## config.mk

```make
export PLATFORM = sky130hd
export DESIGN_NAME = alu_issue_ctrl
export DESIGN_NICKNAME = d
export VERILOG_FILES = /design/src/rtl/alu_pkg.sv /design/src/rtl/alu_funct_dec.sv /design/src/rtl/alu_issue_ctrl.sv
export SDC_FILE = /design/constraint.sdc
export NUM_CORES = 1
export LEC_CHECK = 0
export ABC_AREA = 0
export BUFFER_PORTS_ARGS = -buffer_cell sky130_fd_sc_hd__buf_4
export CORE_ASPECT_RATIO = 0.7
export CORE_MARGIN = 1
export CORE_UTILIZATION = 43
export DETAILED_ROUTE_END_ITERATION = 10
export PLACE_DENSITY = 0.86
export SLEW_MARGIN = 20
export SYNTH_ARGS = -nofsm -noshare
export SYNTH_HDL_FRONTEND = slang
export SYNTH_SLANG_ARGS = --single-unit
```

## constraint.sdc

```tcl
create_clock -name clk -period 1.95 [get_ports clk]
set_clock_uncertainty 0.05 [all_clocks]
set_input_delay 0 -clock clk [delete_from_list [all_inputs] [get_ports clk]]
set_output_delay 0 -clock clk [all_outputs]
set_load 0.02 [all_outputs]
```

## src/rtl/alu_pkg.sv

```systemverilog
// ----------------------------------------------------------------------------
// alu_pkg
// Shared definitions for the execute-stage ALU issue sequencer:
//   - R-type funct field encodings accepted by the sequencer
//   - 4-bit ALU control codes driven to the registered ALU
//   - issue FSM state encoding
// No ports (package).
// ----------------------------------------------------------------------------
package alu_pkg;

    // R-type funct encodings
    localparam logic [5:0] FUNCT_ADD = 6'h20;
    localparam logic [5:0] FUNCT_SUB = 6'h22;
    localparam logic [5:0] FUNCT_AND = 6'h24;
    localparam logic [5:0] FUNCT_OR  = 6'h25;
    localparam logic [5:0] FUNCT_NOR = 6'h27;
    localparam logic [5:0] FUNCT_SLT = 6'h2A;

    // ALU control codes
    localparam logic [3:0] ALUC_AND = 4'b0000;
    localparam logic [3:0] ALUC_OR  = 4'b0001;
    localparam logic [3:0] ALUC_ADD = 4'b0010;
    localparam logic [3:0] ALUC_SUB = 4'b0110;
    localparam logic [3:0] ALUC_SLT = 4'b0111;
    localparam logic [3:0] ALUC_NOR = 4'b1100;

    typedef enum logic [1:0] {
        IDLE = 2'd0,
        EXEC = 2'd1,
        CAPT = 2'd2,
        DONE = 2'd3
    } state_t;

endpackage

```

## src/rtl/alu_funct_dec.sv

```systemverilog
// ----------------------------------------------------------------------------
// alu_funct_dec
// Combinational decode of the R-type funct field to the ALU control code.
// Ports:
//   funct      in  6  R-type funct field
//   control    out 4  ALU control code (don't-care when illegal)
//   illegal    out 1  funct is not one of the supported operations
//   is_addsub  out 1  operation is ADD or SUB (overflow is meaningful)
// ----------------------------------------------------------------------------
module alu_funct_dec
    import alu_pkg::*;
(
    input  logic [5:0] funct,
    output logic [3:0] control,
    output logic       illegal,
    output logic       is_addsub
);

    always_comb begin
        // NOTE: every output gets a default before the case so no path leaves
        // one unassigned, which would otherwise infer a latch.
        control   = ALUC_AND;
        illegal   = 1'b0;
        is_addsub = 1'b0;
        case (funct)
            FUNCT_AND: control = ALUC_AND;
            FUNCT_OR:  control = ALUC_OR;
            FUNCT_ADD: begin
                control   = ALUC_ADD;
                is_addsub = 1'b1;
            end
            FUNCT_SUB: begin
                control   = ALUC_SUB;
                is_addsub = 1'b1;
            end
            FUNCT_SLT: control = ALUC_SLT;
            FUNCT_NOR: control = ALUC_NOR;
            default:   illegal = 1'b1;
        endcase
    end

endmodule

```

## src/rtl/alu_issue_ctrl.sv

```systemverilog
// ----------------------------------------------------------------------------
// alu_issue_ctrl
// Issue sequencer in front of a registered 32-bit ALU. Accepts one R-type op
// over valid/ready, drives registered operands/control to the ALU, waits
// ALU_LAT cycles, captures result and flags, and offers a writeback packet
// under valid/ready back-pressure. Writeback is suppressed on ADD/SUB signed
// overflow, on rd==0 and on an illegal funct (which bypasses the ALU).
// Ports:
//   clk, rst_n                      clock, async active-low reset
//   in_valid/in_ready               upstream handshake
//   in_funct, in_rs_data,
//   in_rt_data, in_rd               op fields
//   alu_src1/alu_src2/alu_control   registered ALU inputs
//   alu_result/zero/cout/overflow   ALU outputs
//   out_valid/out_ready             downstream handshake
//   out_result, out_rd, out_wen,
//   out_zero, out_cout,
//   out_ovf_exc, out_illegal        writeback packet
// ----------------------------------------------------------------------------
module alu_issue_ctrl
    import alu_pkg::*;
#(
    parameter int ALU_LAT = 1,   // 1..7
    parameter int DATA_W  = 32
) (
    input  logic              clk,
    input  logic              rst_n,
    input  logic              in_valid,
    output logic              in_ready,
    input  logic [5:0]        in_funct,
    input  logic [DATA_W-1:0] in_rs_data,
    input  logic [DATA_W-1:0] in_rt_data,
    input  logic [4:0]        in_rd,
    output logic [DATA_W-1:0] alu_src1,
    output logic [DATA_W-1:0] alu_src2,
    output logic [3:0]        alu_control,
    input  logic [DATA_W-1:0] alu_result,
    input  logic              alu_zero,
    input  logic              alu_cout,
    input  logic              alu_overflow,
    output logic              out_valid,
    input  logic              out_ready,
    output logic [DATA_W-1:0] out_result,
    output logic [4:0]        out_rd,
    output logic              out_wen,
    output logic              out_zero,
    output logic              out_cout,
    output logic              out_ovf_exc,
    output logic              out_illegal
);

    localparam logic [2:0] CNT_INIT = 3'(ALU_LAT - 1);

    state_t     state, state_next;
    logic [2:0] cnt;
    logic [4:0] rd_q;
    logic       is_addsub_q;

    logic [3:0] dec_control;
    logic       dec_illegal;
    logic       dec_is_addsub;

    logic       accept;
    logic       capture;
    logic       pop;
    logic       ovf_exc;

    alu_funct_dec u_dec (
        .funct     (in_funct),
        .control   (dec_control),
        .illegal   (dec_illegal),
        .is_addsub (dec_is_addsub)
    );

    assign in_ready = (state == IDLE);
    assign ovf_exc  = alu_overflow & is_addsub_q;

    always_comb begin
        state_next = state;
        accept     = 1'b0;
        capture    = 1'b0;
        pop        = 1'b0;
        case (state)
            IDLE: begin
                if (in_valid) begin
                    accept     = 1'b1;
                    state_next = dec_illegal ? DONE : EXEC;
                end
            end
            EXEC: begin
                if (cnt == 3'd0) state_next = CAPT;
            end
            CAPT: begin
                capture    = 1'b1;
                state_next = DONE;
            end
            DONE: begin
                if (out_valid && out_ready) begin
                    pop        = 1'b1;
                    state_next = IDLE;
                end
            end
            default: state_next = IDLE;
        endcase
    end

    // NOTE: sequential state uses non-blocking assignments so every register
    // samples the pre-edge values regardless of statement order.
    always_ff @(posedge clk or negedge rst_n) begin
        if (!rst_n) begin
            state       <= IDLE;
            cnt         <= 3'd0;
            rd_q        <= 5'd0;
            is_addsub_q <= 1'b0;
            alu_src1    <= '0;
            alu_src2    <= '0;
            alu_control <= 4'd0;
            out_valid   <= 1'b0;
            out_result  <= '0;
            out_rd      <= 5'd0;
            out_wen     <= 1'b0;
            out_zero    <= 1'b0;
            out_cout    <= 1'b0;
            out_ovf_exc <= 1'b0;
            out_illegal <= 1'b0;
        end else begin
            state <= state_next;

            if (accept && !dec_illegal) begin
                alu_src1    <= in_rs_data;
                alu_src2    <= in_rt_data;
                alu_control <= dec_control;
                rd_q        <= in_rd;
                is_addsub_q <= dec_is_addsub;
                cnt         <= CNT_INIT;
            end else if (state == EXEC && cnt != 3'd0) begin
                cnt <= cnt - 3'd1;
            end

            // Illegal ops never reach the ALU: the packet is built directly.
            if (accept && dec_illegal) begin
                out_valid   <= 1'b1;
                out_result  <= '0;
                out_rd      <= in_rd;
                out_wen     <= 1'b0;
                out_zero    <= 1'b0;
                out_cout    <= 1'b0;
                out_ovf_exc <= 1'b0;
                out_illegal <= 1'b1;
            end else if (capture) begin
                out_valid   <= 1'b1;
                out_result  <= alu_result;
                out_rd      <= rd_q;
                out_wen     <= (rd_q != 5'd0) & ~ovf_exc;
                out_zero    <= alu_zero;
                out_cout    <= alu_cout;
                out_ovf_exc <= ovf_exc;
                out_illegal <= 1'b0;
            end else if (pop) begin
                out_valid <= 1'b0;
            end
        end
    end

endmodule
```

==> impl_metrics.py <==
metrics = {
    "sta": {
        "hold_viol_final": 0,
        "fmax_mhz": 536,
        "fin_crit_sh": 0.956,
        "setup_tns_ns": 0,
        "max_slew_margin": 0.672,
        "tightest_slew_ns": 0.491,
        "setup_viol": 0,
        "slew_violations": 0,
        "period_needed_ns": 1.86,
        "rsz0062_at_grt": "false",
    },
    "worst_hold_path": {
        "hold_class": "input pin to flop",
        "min_from": "in_funct[2]",
        "hold-path-endpoint": "is_addsub_q$_DFFE_PN0P_",
        "hold_depth": 3,
    },
    "synthesis": {
        "synth_top_family_by_area": "multiplexers",
        "ys_async_sr_fraction": 1.00,
        "synthMuxAreaShare": 0.271,
        "netlist_instances": 352,
        "synth_adder_area_share": 0.0173,
        "synth_nets": 473,
        "synth_compound_area_frac": 0.0262,
        "synth.distinct_cells": 37,
        "synth_ff_type": "dfrtp_1",
        "synth-simple-area-share": 0.0546,
        "synth_area_mm2": 0.00506,
        "syn_area_per_cell_um2": 14.4,
        "synth_top_area_share": 0.603,
        "netlist_top_cells_area": "dfrtp_1, mux2_2, mux2i_1",
        "synth_warnings": 0,
        "synth_edf_count": 0,
        "ys_seq_area_frac": 0.603,
        "synth-xor-area-share": 0.00173,
        "synth_top_cell_by_area": "dfrtp_1",
        "ys_ff_latch": 122,
    },
    "setup_path": {
        "worst_setup_path_start_kind": "input pin",
        "cp_common_cell": "buf_4",
        "worstSetupPathType": "input pin to flop",
        "end_kind": "flop",
        "r2r_cells": 6,
        "rr_startpoint": "state[0]$_DFFE_PN0P_",
        "crit_buf_inv": 3,
        "r2r_setup_slack_ns": 0.13,
        "worst_r2r_endpoint": "out_rd[1]$_DFFE_PN0P_",
        "worst_path_largest_cell_delay_ns": 0.55,
        "cp.required_ns": 2.17,
        "crit_chain": "dlygate4sd3_1 -> buf_4 -> and3b_1 -> a2111oi_4 -> nand3_4 -> buf_4 -> mux2_1",
        "cp_max_fo": 15,
        "cp_slowest_cell": "dlygate4sd3_1",
        "cp.arrival_ns": 2.09,
        "crit_family": "buffers and inverters",
    },
    "floorplan": {
        "initial_utilization": 0.450,
        "core-area_mm2": 0.0113,
        "die_x_um": 132,
        "io_pins": 226,
        "dieHeight_um": 92.8,
        "dieArea_mm2": 0.0122,
        "rows": 32,
    },
    "grt": {
        "grt_pass1_vias": 4728,
        "grt_max_degree": 48,
        "grt_overflow": 0,
        "grt_first_pass_wirelength_mm": 24.0,
        "grt_use_total": 0.257,
        "antenna_found_initial": 0,
    },
    "routing": {
        "viasPerCell": 4.80,
        "dr.pass1.iters": 4,
        "ant_nets": 0,
        "drt_iter0_drc": 92,
        "drt-total-wl_mm": 15.3,
        "wl_per_cell_um": 17.6,
        "vias": 4182,
        "remaining_drc_errors": 0,
    },
    "place": {
        "dp_hpwl_mm": 8.84,
        "place_congestion": 0.805,
        "portBuffers": 225,
    },
    "clock_network": {
        "clkSinkCount": 122,
        "clkTransAtPathRegs_ns": 0.06,
        "htree_levels": 4,
        "clock_path_buffers": 2,
        "numCtsBuffers": 17,
        "clk_latency_ns": 0.40,
        "cts_tree": "built",
        "clock-root-buffer": "clkbuf_16",
    },
    "finish": {
        "syn2layout_area_growth_pct": 73.0,
        "drive_gt1_frac": 0.491,
        "nets": 827,
        "antennaDiodeCount": 0,
    },
    "power": {
        "vdd.ir_drop.worst_mv": 0.693,
        "leakage_nw": 4.67,
        "power.total_mw": 6.21,
        "pwr_density_cell_mw_per_mm2": 709,
    },
    "flow_run": {
        "cap_viol_max_count": 0,
    },
    "status": {
        "status": "finished clean",
    },
}
[area by class of cell]
cell class                      instances  area (um^2)
Clock buffer                           18          439
Clock inverter                         14          170
Fill cell                             637         2490
Inverter                                9         33.8
Multi-Input combinational cell        204         1890
Sequential cell                       122         3050
Tap cell                              153          191
Timing Repair Buffer                  352         2980
[cell families after synthesis]
logic type	count (synthesis)
AND/OR/NAND/NOR	61
AO/OA/AOI/OAI	16
flip-flops	122
XOR/XNOR	1
multiplexers	119
buffers and inverters	26
adder cells (fa/ha/maj)	7
[where the power goes]
part,switching [mW],internal [mW]
Combinational,0.156,0.308
Clock,1.16,2.05
Sequential,0,2.53
[worst reg2reg max path, delay by kind of cell (launching register included)]
family        cells  cell delay, ns
fa+ha+maj         1            0.28
buf+inv           2            0.31
flops             1            0.42
mux               1            0.35
simple gates      2            0.30
[routing by layer]
| layer | wire (um) | global-route usage | share of wire |
|---|---|---|---|
| met1 | 5940 | 0.282 | 0.39 |
| met2 | 7960 | 0.455 | 0.52 |
| met3 | 928 | 0.0837 | 0.061 |
| met4 | 484 | 0.121 | 0.032 |
| met5 | 0 | 0 | 0 |
[stage by stage]
stage                     hold WS (ns)  instances  cell area [um^2]  utilization  setup slack, ns
final                           0.0415        872              8760        0.779           0.0850
after global routing            0.0411        872              8760        0.779           0.0259
after CTS                       0.0189        872              8750        0.778           0.0849
after detailed placement       -0.0577        726              7000        0.622            0.102
after global placement         -0.0678        726              7000        0.622            0.200
after floorplan                 -0.346        352              5070            -           0.0169
[cell usage in the layout (no fill, tap or decap), types with 3 or more instances in the layout]
| master | netlist | layout |
|---|---|---|
| mux2_2 | 58 | 58 |
| buf_4 | 0 | 233 |
| clkinv_2 | 0 | 3 |
| clkbuf_16 | 0 | 17 |
| bufinv_16 | 0 | 3 |
| inv_6 | 0 | 3 |
| clkinvlp_4 | 0 | 4 |
| ha_1 | 7 | 6 |
| a21oi_1 | 5 | 5 |
| nand2_1 | 7 | 7 |
| nand2b_1 | 4 | 4 |
| dlygate4sd3_1 | 0 | 113 |
| mux2_4 | 20 | 20 |
| nor2_1 | 37 | 36 |
| mux2i_1 | 36 | 36 |
| mux2_1 | 5 | 5 |
| buf_12 | 0 | 4 |
| inv_1 | 9 | 9 |
| dfrtp_1 | 122 | 122 |
[what timing repair did]
item,CTS,global route
hold endpoints to repair,237,0
buffers inserted,0,0
hold buffers,114,0
resized for setup,0,3
setup endpoints to repair,0,28
[cells in the mapped netlist, types with 2 or more instances]
master / number
a21oi_1: 5
and3_1: 2
buf_2: 7
buf_6: 4
clkbuf_1: 5
dfrtp_1: 122
ha_1: 7
inv_1: 9
mux2_1: 5
mux2_2: 58
mux2_4: 20
mux2i_1: 36
nand2_1: 7
nand2b_1: 4
nor2_1: 37
nor2b_1: 2
nor3_1: 2
[worst max path at each step]
| stage | slack (ns) | startpoint | depth (start not counted) | endpoint |
|---|---|---|---|---|
| 3_5_place_dp | 0.10 | state[0]$_DFFE_PN0P_ | 7 | out_result[29]$_DFFE_PN0P_ |
| 3_3_place_gp | 0.20 | state[0]$_DFFE_PN0P_ | 7 | out_result[13]$_DFFE_PN0P_ |
| 4_1_cts | 0.08 | state[0]$_DFFE_PN0P_ | 7 | out_cout$_DFFE_PN0P_ |
| 6_report | 0.09 | in_funct[1] | 7 | alu_src2[2]$_DFFE_PN0P_ |
| 2_1_floorplan | 0.02 | state[0]$_DFFE_PN0P_ | 7 | out_result[10]$_DFFE_PN0P_ |
| 5_1_grt | 0.03 | state[0]$_DFFE_PN0P_ | 6 | out_rd[2]$_DFFE_PN0P_ |
[flip-flops by register name, indices dropped and copies added, names as in the netlist, 2 cells and up]
name	count
alu_src1	32
alu_src2	32
out_result	32
out_rd	5
rd_q	5
alu_control	4
cnt	3
state	2
No activity file was read; power rests on OpenSTA's default activity.
